### src/rtl/simple_dual_burst_reader_pkg.sv
// Shared defaults and FSM state type for the simple dual-port RAM burst reader.
package simple_dual_pkg;
  localparam int unsigned WIDTH_DEF      = 32;
  localparam int unsigned ADDR_WIDTH_DEF = 10;
  localparam int unsigned LEN_WIDTH_DEF  = 11;

  typedef enum logic [1:0] {
    IDLE  = 2'd0,
    READ  = 2'd1,
    DRAIN = 2'd2
  } state_e;
endpackage

### src/rtl/simple_dual_burst_reader_rd_skid_fifo.sv
// Two-entry FIFO holding {last, data} read beats; entry 0 is always the head.
module rd_skid_fifo #(
  parameter int unsigned W = 33
) (
  input  logic         clk_i,
  input  logic         rst_i,
  input  logic         push_i,
  input  logic [W-1:0] din_i,
  input  logic         pop_i,
  output logic [W-1:0] dout_o,
  output logic [1:0]   count_o
);
  logic [W-1:0] mem0_q, mem0_d, mem1_q, mem1_d;
  logic [1:0]   count_q, count_d;
  logic         do_pop;

  always_ff @(posedge clk_i) begin
    if (rst_i) begin
      mem0_q  <= '0;
      mem1_q  <= '0;
      count_q <= '0;
    end else begin
      mem0_q  <= mem0_d;
      mem1_q  <= mem1_d;
      count_q <= count_d;
    end
  end

  always_comb begin
    mem0_d  = mem0_q;
    mem1_d  = mem1_q;
    count_d = count_q;
    do_pop  = pop_i && (count_q != 2'd0);
    case ({push_i, do_pop})
      2'b10: begin
        if (count_q == 2'd0) mem0_d = din_i;
        else                 mem1_d = din_i;
        count_d = count_q + 2'd1;
      end
      2'b01: begin
        mem0_d  = mem1_q;
        count_d = count_q - 2'd1;
      end
      2'b11: begin
        // Simultaneous push/pop keeps the count; new word lands behind the survivor.
        if (count_q == 2'd1) begin
          mem0_d = din_i;
        end else begin
          mem0_d = mem1_q;
          mem1_d = din_i;
        end
      end
      default: ;
    endcase
  end

  assign dout_o  = mem0_q;
  assign count_o = count_q;
endmodule

### src/rtl/simple_dual_burst_reader.sv
// Burst read engine: issues RAM port-B reads with credit flow control and streams
// the returned words out on a valid/ready interface with a last flag.
module simple_dual_burst_reader
  import simple_dual_pkg::*;
#(
  parameter int unsigned WIDTH      = WIDTH_DEF,
  parameter int unsigned ADDR_WIDTH = ADDR_WIDTH_DEF,
  parameter int unsigned LEN_WIDTH  = LEN_WIDTH_DEF
) (
  input  logic                  clkb,
  input  logic                  rstb,
  input  logic                  cmd_valid,
  output logic                  cmd_ready,
  input  logic [ADDR_WIDTH-1:0] cmd_addr,
  input  logic [LEN_WIDTH-1:0]  cmd_len,
  output logic                  ram_enb,
  output logic [ADDR_WIDTH-1:0] ram_addrb,
  input  logic [WIDTH-1:0]      ram_doutb,
  output logic                  m_valid,
  input  logic                  m_ready,
  output logic [WIDTH-1:0]      m_data,
  output logic                  m_last,
  output logic                  busy
);
  state_e                state_q, state_d;
  logic [ADDR_WIDTH-1:0] addr_q, addr_d;
  logic [LEN_WIDTH-1:0]  remain_q, remain_d;
  logic                  inflight_q, inflight_d;
  logic                  inflight_last_q, inflight_last_d;

  logic [1:0]            fifo_count;
  logic [WIDTH:0]        fifo_dout;
  logic                  pop_c;
  logic                  issue_c;
  logic [2:0]            occ_c;

  always_ff @(posedge clkb) begin
    if (rstb) begin
      state_q         <= IDLE;
      addr_q          <= '0;
      remain_q        <= '0;
      inflight_q      <= 1'b0;
      inflight_last_q <= 1'b0;
    end else begin
      state_q         <= state_d;
      addr_q          <= addr_d;
      remain_q        <= remain_d;
      inflight_q      <= inflight_d;
      inflight_last_q <= inflight_last_d;
    end
  end

  // Issue a read only if the FIFO can still absorb it after this cycle's pop.
  always_comb begin
    pop_c   = m_valid && m_ready;
    occ_c   = 3'(fifo_count) + 3'(inflight_q);
    issue_c = (state_q == READ) && ((occ_c - 3'(pop_c)) < 3'd2);
  end

  always_comb begin
    state_d         = state_q;
    addr_d          = addr_q;
    remain_d        = remain_q;
    inflight_d      = issue_c;
    inflight_last_d = issue_c && (remain_q == LEN_WIDTH'(1));
    case (state_q)
      IDLE: begin
        if (cmd_valid) begin
          addr_d   = cmd_addr;
          remain_d = cmd_len;
          if (cmd_len != '0) state_d = READ;
        end
      end
      READ: begin
        if (issue_c) begin
          addr_d   = addr_q + ADDR_WIDTH'(1);
          remain_d = remain_q - LEN_WIDTH'(1);
          if (remain_q == LEN_WIDTH'(1)) state_d = DRAIN;
        end
      end
      DRAIN: begin
        if (pop_c && m_last) state_d = IDLE;
      end
      default: state_d = IDLE;
    endcase
  end

  // RAM data is only valid the cycle after enb, so capture it unconditionally then.
  rd_skid_fifo #(.W(WIDTH + 1)) u_fifo (
    .clk_i   (clkb),
    .rst_i   (rstb),
    .push_i  (inflight_q),
    .din_i   ({inflight_last_q, ram_doutb}),
    .pop_i   (pop_c),
    .dout_o  (fifo_dout),
    .count_o (fifo_count)
  );

  assign ram_enb   = issue_c;
  assign ram_addrb = addr_q;
  assign m_valid   = (fifo_count != 2'd0);
  assign m_data    = fifo_dout[WIDTH-1:0];
  assign m_last    = fifo_dout[WIDTH];
  assign cmd_ready = (state_q == IDLE);
  assign busy      = (state_q != IDLE);
endmodule

### config.mk
export PLATFORM = sky130hd
export DESIGN_NAME = simple_dual_burst_reader
export DESIGN_NICKNAME = d
export VERILOG_FILES = /design/src/rtl/simple_dual_burst_reader_pkg.sv /design/src/rtl/simple_dual_burst_reader_rd_skid_fifo.sv /design/src/rtl/simple_dual_burst_reader.sv
export SDC_FILE = /design/constraint.sdc
export NUM_CORES = 1
export LEC_CHECK = 0
export CAP_MARGIN = 20
export CELL_PAD_IN_SITES_DETAIL_PLACEMENT = 0
export CELL_PAD_IN_SITES_GLOBAL_PLACEMENT = 1
export CORE_UTILIZATION = 39
export CTS_CLUSTER_DIAMETER = 150
export CTS_CLUSTER_SIZE = 14
export DETAILED_ROUTE_END_ITERATION = 16
export PLACE_DENSITY_LB_ADDON = 0.1
export SLEW_MARGIN = 25
export SYNTH_ARGS = -nofsm -noshare
export SYNTH_HDL_FRONTEND = slang
export SYNTH_SLANG_ARGS = --single-unit
### constraint.sdc
create_clock -name clkb -period 6.6 [get_ports clkb]
set_input_delay 0.66 -clock clkb [delete_from_list [all_inputs] [get_ports clkb]]
set_output_delay 0.66 -clock clkb [all_outputs]
set_load 0.1 [all_outputs]
* Word level (Yosys, flattened, before mapping) *
Cells that the tools add are included.

word-level totals
  bits in registers = 93
  word-level logic and storage cells = 67

cells by class
  add/subtract/negate cells = 6
  order comparisons = 1
  equal/unequal tests = 15
  muxes and demuxes = 19
  reductions and logical operators = 18

operator list
  cell                   number
  $mux 33                4
  $pmux 33 s3            1
  $pmux 33 s2            1
  $mux 11                2
  $pmux 11 s2            1
  $mux 10                2
  $pmux 10 s2            1
  $eq 11x1->1 const B    1
  $reduce_bool 11->1     1
  $sub 11x1->11 const B  1
  $add 10x1->10 const B  1
  $mux 2                 5
  $ne 2x2->1 const B     5
  $reduce_bool 2->1      5
  $eq 2x1->1 const B     3
  $eq 2x2->1 const B     3
  $ne 2x1->1 const B     3
  $pmux 2 s3             1
  $reduce_and 3->1       2
  $logic_and 1x1->1      5
  $reduce_and 5->1       1
  $logic_not 2->1        2
  $pmux 2 s2             1
  $add 2x1->3            1
  6 further kinds        6

* Depth between registers and ports, before layout *
  depth in word-level cells = 7
  mapped depth = 13
  depth with buffers taken out = 11

* By module *
Synthesis repeated with hierarchy kept, for this count alone.

unflattened totals
  cells, all modules = 526
  area total of the unflattened synthesis = 4783.3 um^2

modules (own cells, without submodules)
  module                    times used  cells an instance  area each (um^2)  sequential area each (um^2)
  rd_skid_fifo              1           322                3121.7            1361.3
  simple_dual_burst_reader  1           204                1661.6            500.5

* Worst setup path after synthesis *
No wires, ideal clock.

  path type = reg2out
  from = register state_q[1]
  to = output busy
  data arrival time = 2.699 ns
  setup slack = 3.241 ns
  stages on the path, launching flop included = 4
  path buffers = 1
  path through = dfxtp_1 -> buf_4 -> nor2_1 -> inv_1

between the ends
  cells in the longest elaborated chain, start to end = 1

RTL lines
  what                      RTL line                         text
  start: declaration        simple_dual_burst_reader.sv:25   state_e state_q, state_d;
  start signal: assignment  simple_dual_burst_reader.sv:45   state_q <= state_d;
  $reduce_bool 2->1         simple_dual_burst_reader.sv:105  assign busy = (state_q != IDLE);
  end: declaration          simple_dual_burst_reader.sv:23   output logic busy

Every way passes these cells.

* Final worst setup path *
  from = input m_ready
  to = output ram_enb

between the ends
  cells in the longest elaborated chain, start to end = 4

RTL lines
  what                RTL line                        text
  start: declaration  simple_dual_burst_reader.sv:20  input logic m_ready,
  $logic_and 1x1->1   simple_dual_burst_reader.sv:55  pop_c = m_valid && m_ready;
  $sub 3x1->3         simple_dual_burst_reader.sv:57  issue_c = (state_q == READ) && ((occ_c - 3'(pop_c)) < 3'd2);
  $lt 3x2->1          simple_dual_burst_reader.sv:57
  $logic_and 1x1->1   simple_dual_burst_reader.sv:57
  end: declaration    simple_dual_burst_reader.sv:16  output logic ram_enb,

Every way passes these cells.

==> impl_metrics.tcl <==
set metrics [dict create \
    via_per_inst 5.40 \
    cts.sinks 93 \
    cp_max_fo 5 \
    cts_hold_buf 0 \
    h-tree-depth 3 \
    fin_tns_setup_ps 0 \
    synthCells 519 \
    fp-row-count 37 \
    post_dp_cell_area_mm2 0.00532 \
    cts_buffers 9 \
    yosys.area.top_type "dfxtp_1" \
    ys_seq_area_frac 0.437 \
    post-cts-setup-buffers 0 \
    yosysTopAreaCellShare 0.437 \
    fin_area_mm2 0.00551 \
    drtAntennaViolNets 0 \
    r2r_end "ram_addrb[4]" \
    crit_slowest_cell "clkdlybuf4s50_1" \
    maxSlewViolCount 0 \
    hold_viol 0 \
    core_area_mm2 0.0105 \
    cts_root_buf "clkbuf_8" \
    vdd_drop_max_uv 410 \
    avgSynthCellArea_um2 8.21 \
    setup_violations 0 \
    crit_path_start_kind "input port" \
    grt_max_degree 63 \
    routedWlPerCell_um 14.7 \
    die_h_um 107 \
    post-route-util 0.527 \
    vias 3984 \
    ys_seq_elements 93 \
    grtUsageMet2 0.337 \
    leakagePower_nw 1.90 \
    fmax_mhz 218 \
    clk_pin_slew_ps 80 \
    rsz0062_at_grt "no" \
    track_usage 0.194 \
    multiInputGateArea_mm2 0.00217 \
    place_hpwl_um 7250 \
    overflow 0 \
    final.fill_count 1040 \
    first_global_vias 3674 \
    fin_crit_sh 0.696 \
    synth_cell_types 52 \
    slowest_delay_ps 1130 \
    wl_um 10800 \
    yosys-top-cells-area "dfxtp_1 44%, nand2_1 7.7%, a211oi_1 6.5%, a22oi_1 6.3%, a21oi_1 6.1%" \
    whs_path_depth 2 \
    maxCapViolations 0 \
    io_pins 104 \
    rr_worst_depth 11 \
    yosysWarningCount 0 \
    crit_required_ps 5940 \
    cts_buffer_depth 2 \
    powerDensity_mw_per_mm2 522 \
    final_nets 665 \
    regArea_mm2 0.00186 \
    outcome "complete, no violations" \
    n_antenna_cell 0 \
    hold_start "u_fifo.mem1_q[18]" \
    min_period_ps 4590 \
    dieArea_mm2 0.0113 \
    insertion_delay_ps 360 \
    netlist_area_mm2 0.00426 \
    drc 0 \
    antenna_found_initial 0 \
    critPathCaptureType "output pin" \
    worst_slew_pin_slew_ps 1020 \
    drt_iter0_drc 175 \
    cts-resized-gates 0 \
    r2r_start "u_fifo.count_o[0]" \
    layout-drive-gt1-share 0.0581 \
    skew_ps 12.2 \
    crit_chain "clkdlybuf4s50_1, nor2b_2, inv_1, nor2_1, o21ai_0, fa_1, xnor2_1, nand3_4, inv_1, clkdlybuf4s50_1" \
    worstSetupPathType "in2out" \
    busiest_layer "met2" \
    dr.pass1.iters 4 \
    syn_nets 585 \
    io_buffers 103 \
    gp_congestion 0.789 \
    arrival_ps 3930 \
    hold_class "reg2reg" \
    relSlewSlack 0.316 \
    whs_endpoint "u_fifo.mem1_q[18]" \
    die_w_um 107 \
    area_growth_syn_to_layout_pct 29.3 \
    grt_pass1_wl_um 17800 \
    grtUsageMet1 0.247 \
    grt_util_met3 0.0399 \
    cts_tree "yes" \
    ff2ff_setup_slack_ps 3170 \
    start_util 0.407 \
]
==> final cells by class <==
cell class                      count  area share
Clock buffer                        9      0.0225
Clock inverter                      5      0.0114
Inverter                           12     0.00817
Multi-Input combinational cell    373       0.394
Sequential cell                    93       0.338
Tap cell                          136      0.0309
Timing Repair Buffer              110       0.196
==> worst max-delay path by stage <==
stage,start,to,slack (ps),depth (start not counted)
floorplan,state_q[1],busy,3240,3
global placement,m_ready,ram_enb,2050,10
global route,u_fifo.count_o[0],ram_enb,1740,11
CTS,u_fifo.count_o[0],ram_enb,1990,11
finish,m_ready,ram_enb,2010,10
detailed placement,m_ready,ram_enb,2010,10
==> cell usage in the layout, fill, tap and decap left out, types with 9 or more instances in the layout <==
master           synthesis  final
a22oi_1                 36     35
o21ai_0                 14     14
dfxtp_1                 93     93
inv_1                   12     12
a21oi_1                 52     52
clkbuf_8                 0      9
nor2_1                  52     52
nand3_1                  9      9
a211oi_1                37     37
nand2_1                 87     87
clkdlybuf4s50_1          0    102
==> synth_stat cells (all sizes together) <==
master,n
a22o,2
a31oi,7
or4b,1
ha,8
nor4,3
dfxtp,93
nor4b,1
o221a,1
a311o,1
a211oi,38
buf,24
nor2b,3
nor3,5
nand2,87
o31a,1
nor2,52
nand3,10
o31ai,1
xor2,2
a21o,3
nand2b,5
o21ai,19
clkbuf,17
nand4,6
a31o,3
a311oi,2
o211ai,1
nor3b,3
and4,1
nand4b,3
xnor2,1
fa,1
o22ai,3
a21oi,52
o32ai,1
and3,2
or3,4
inv,12
and2,4
a22oi,36
==> through the flow <==
stage                     total power, W  hold slack, ps  cells  worst slack [ps]
after floorplan                  0.00214             432    519              3240
after global placement           0.00251             441    724              2050
after detailed placement         0.00252             447    724              2010
after CTS                        0.00290             459    738              1990
after global routing             0.00304             479    738              1740
final                            0.00287             456    738              2010
==> state kept, by name, summed over array words and instances, names as in the netlist <==
| name | cells |
|---|---|
| inflight_last_q | 1 |
| remain_q | 11 |
| state_q | 2 |
| ram_addrb | 10 |
| inflight_q | 1 |
| u_fifo.count_o | 2 |
| u_fifo.dout_o | 33 |
| u_fifo.mem1_q | 33 |
==> routing by layer <==
layer / wire (µm) / share of wire
met1: 5010 / 0.46
met2: 5330 / 0.49
met3: 418 / 0.039
met4: 67 / 0.0062
met5: 0 / 0
==> logic make-up after synthesis <==
family	synth area share
compound gates	0.263
simple gates	0.206
xor+xnor	0.00617
fa+ha+maj	0.0282
buf+inv	0.0587
flops	0.437
==> where the power goes <==
| group | switching (W) | internal, W | total (W) |
|---|---|---|---|
| registers | 0.000113 | 0.000724 | 0.000836 |
| logic | 0.00124 | 0.000426 | 0.00167 |
| clock network | 0.000200 | 0.000173 | 0.000373 |
==> worst max-delay path: cells and delay by family <==
kind                       cells  cell delay [ps]
adders and majority gates      1              400
xor gates and xnor gates       1              370
and+or+nand+nor                3              550
buffers and inverters          4             1810
AOI/OAI and AO/OA              1              150
No activity file was read; power rests on OpenSTA's default activity.
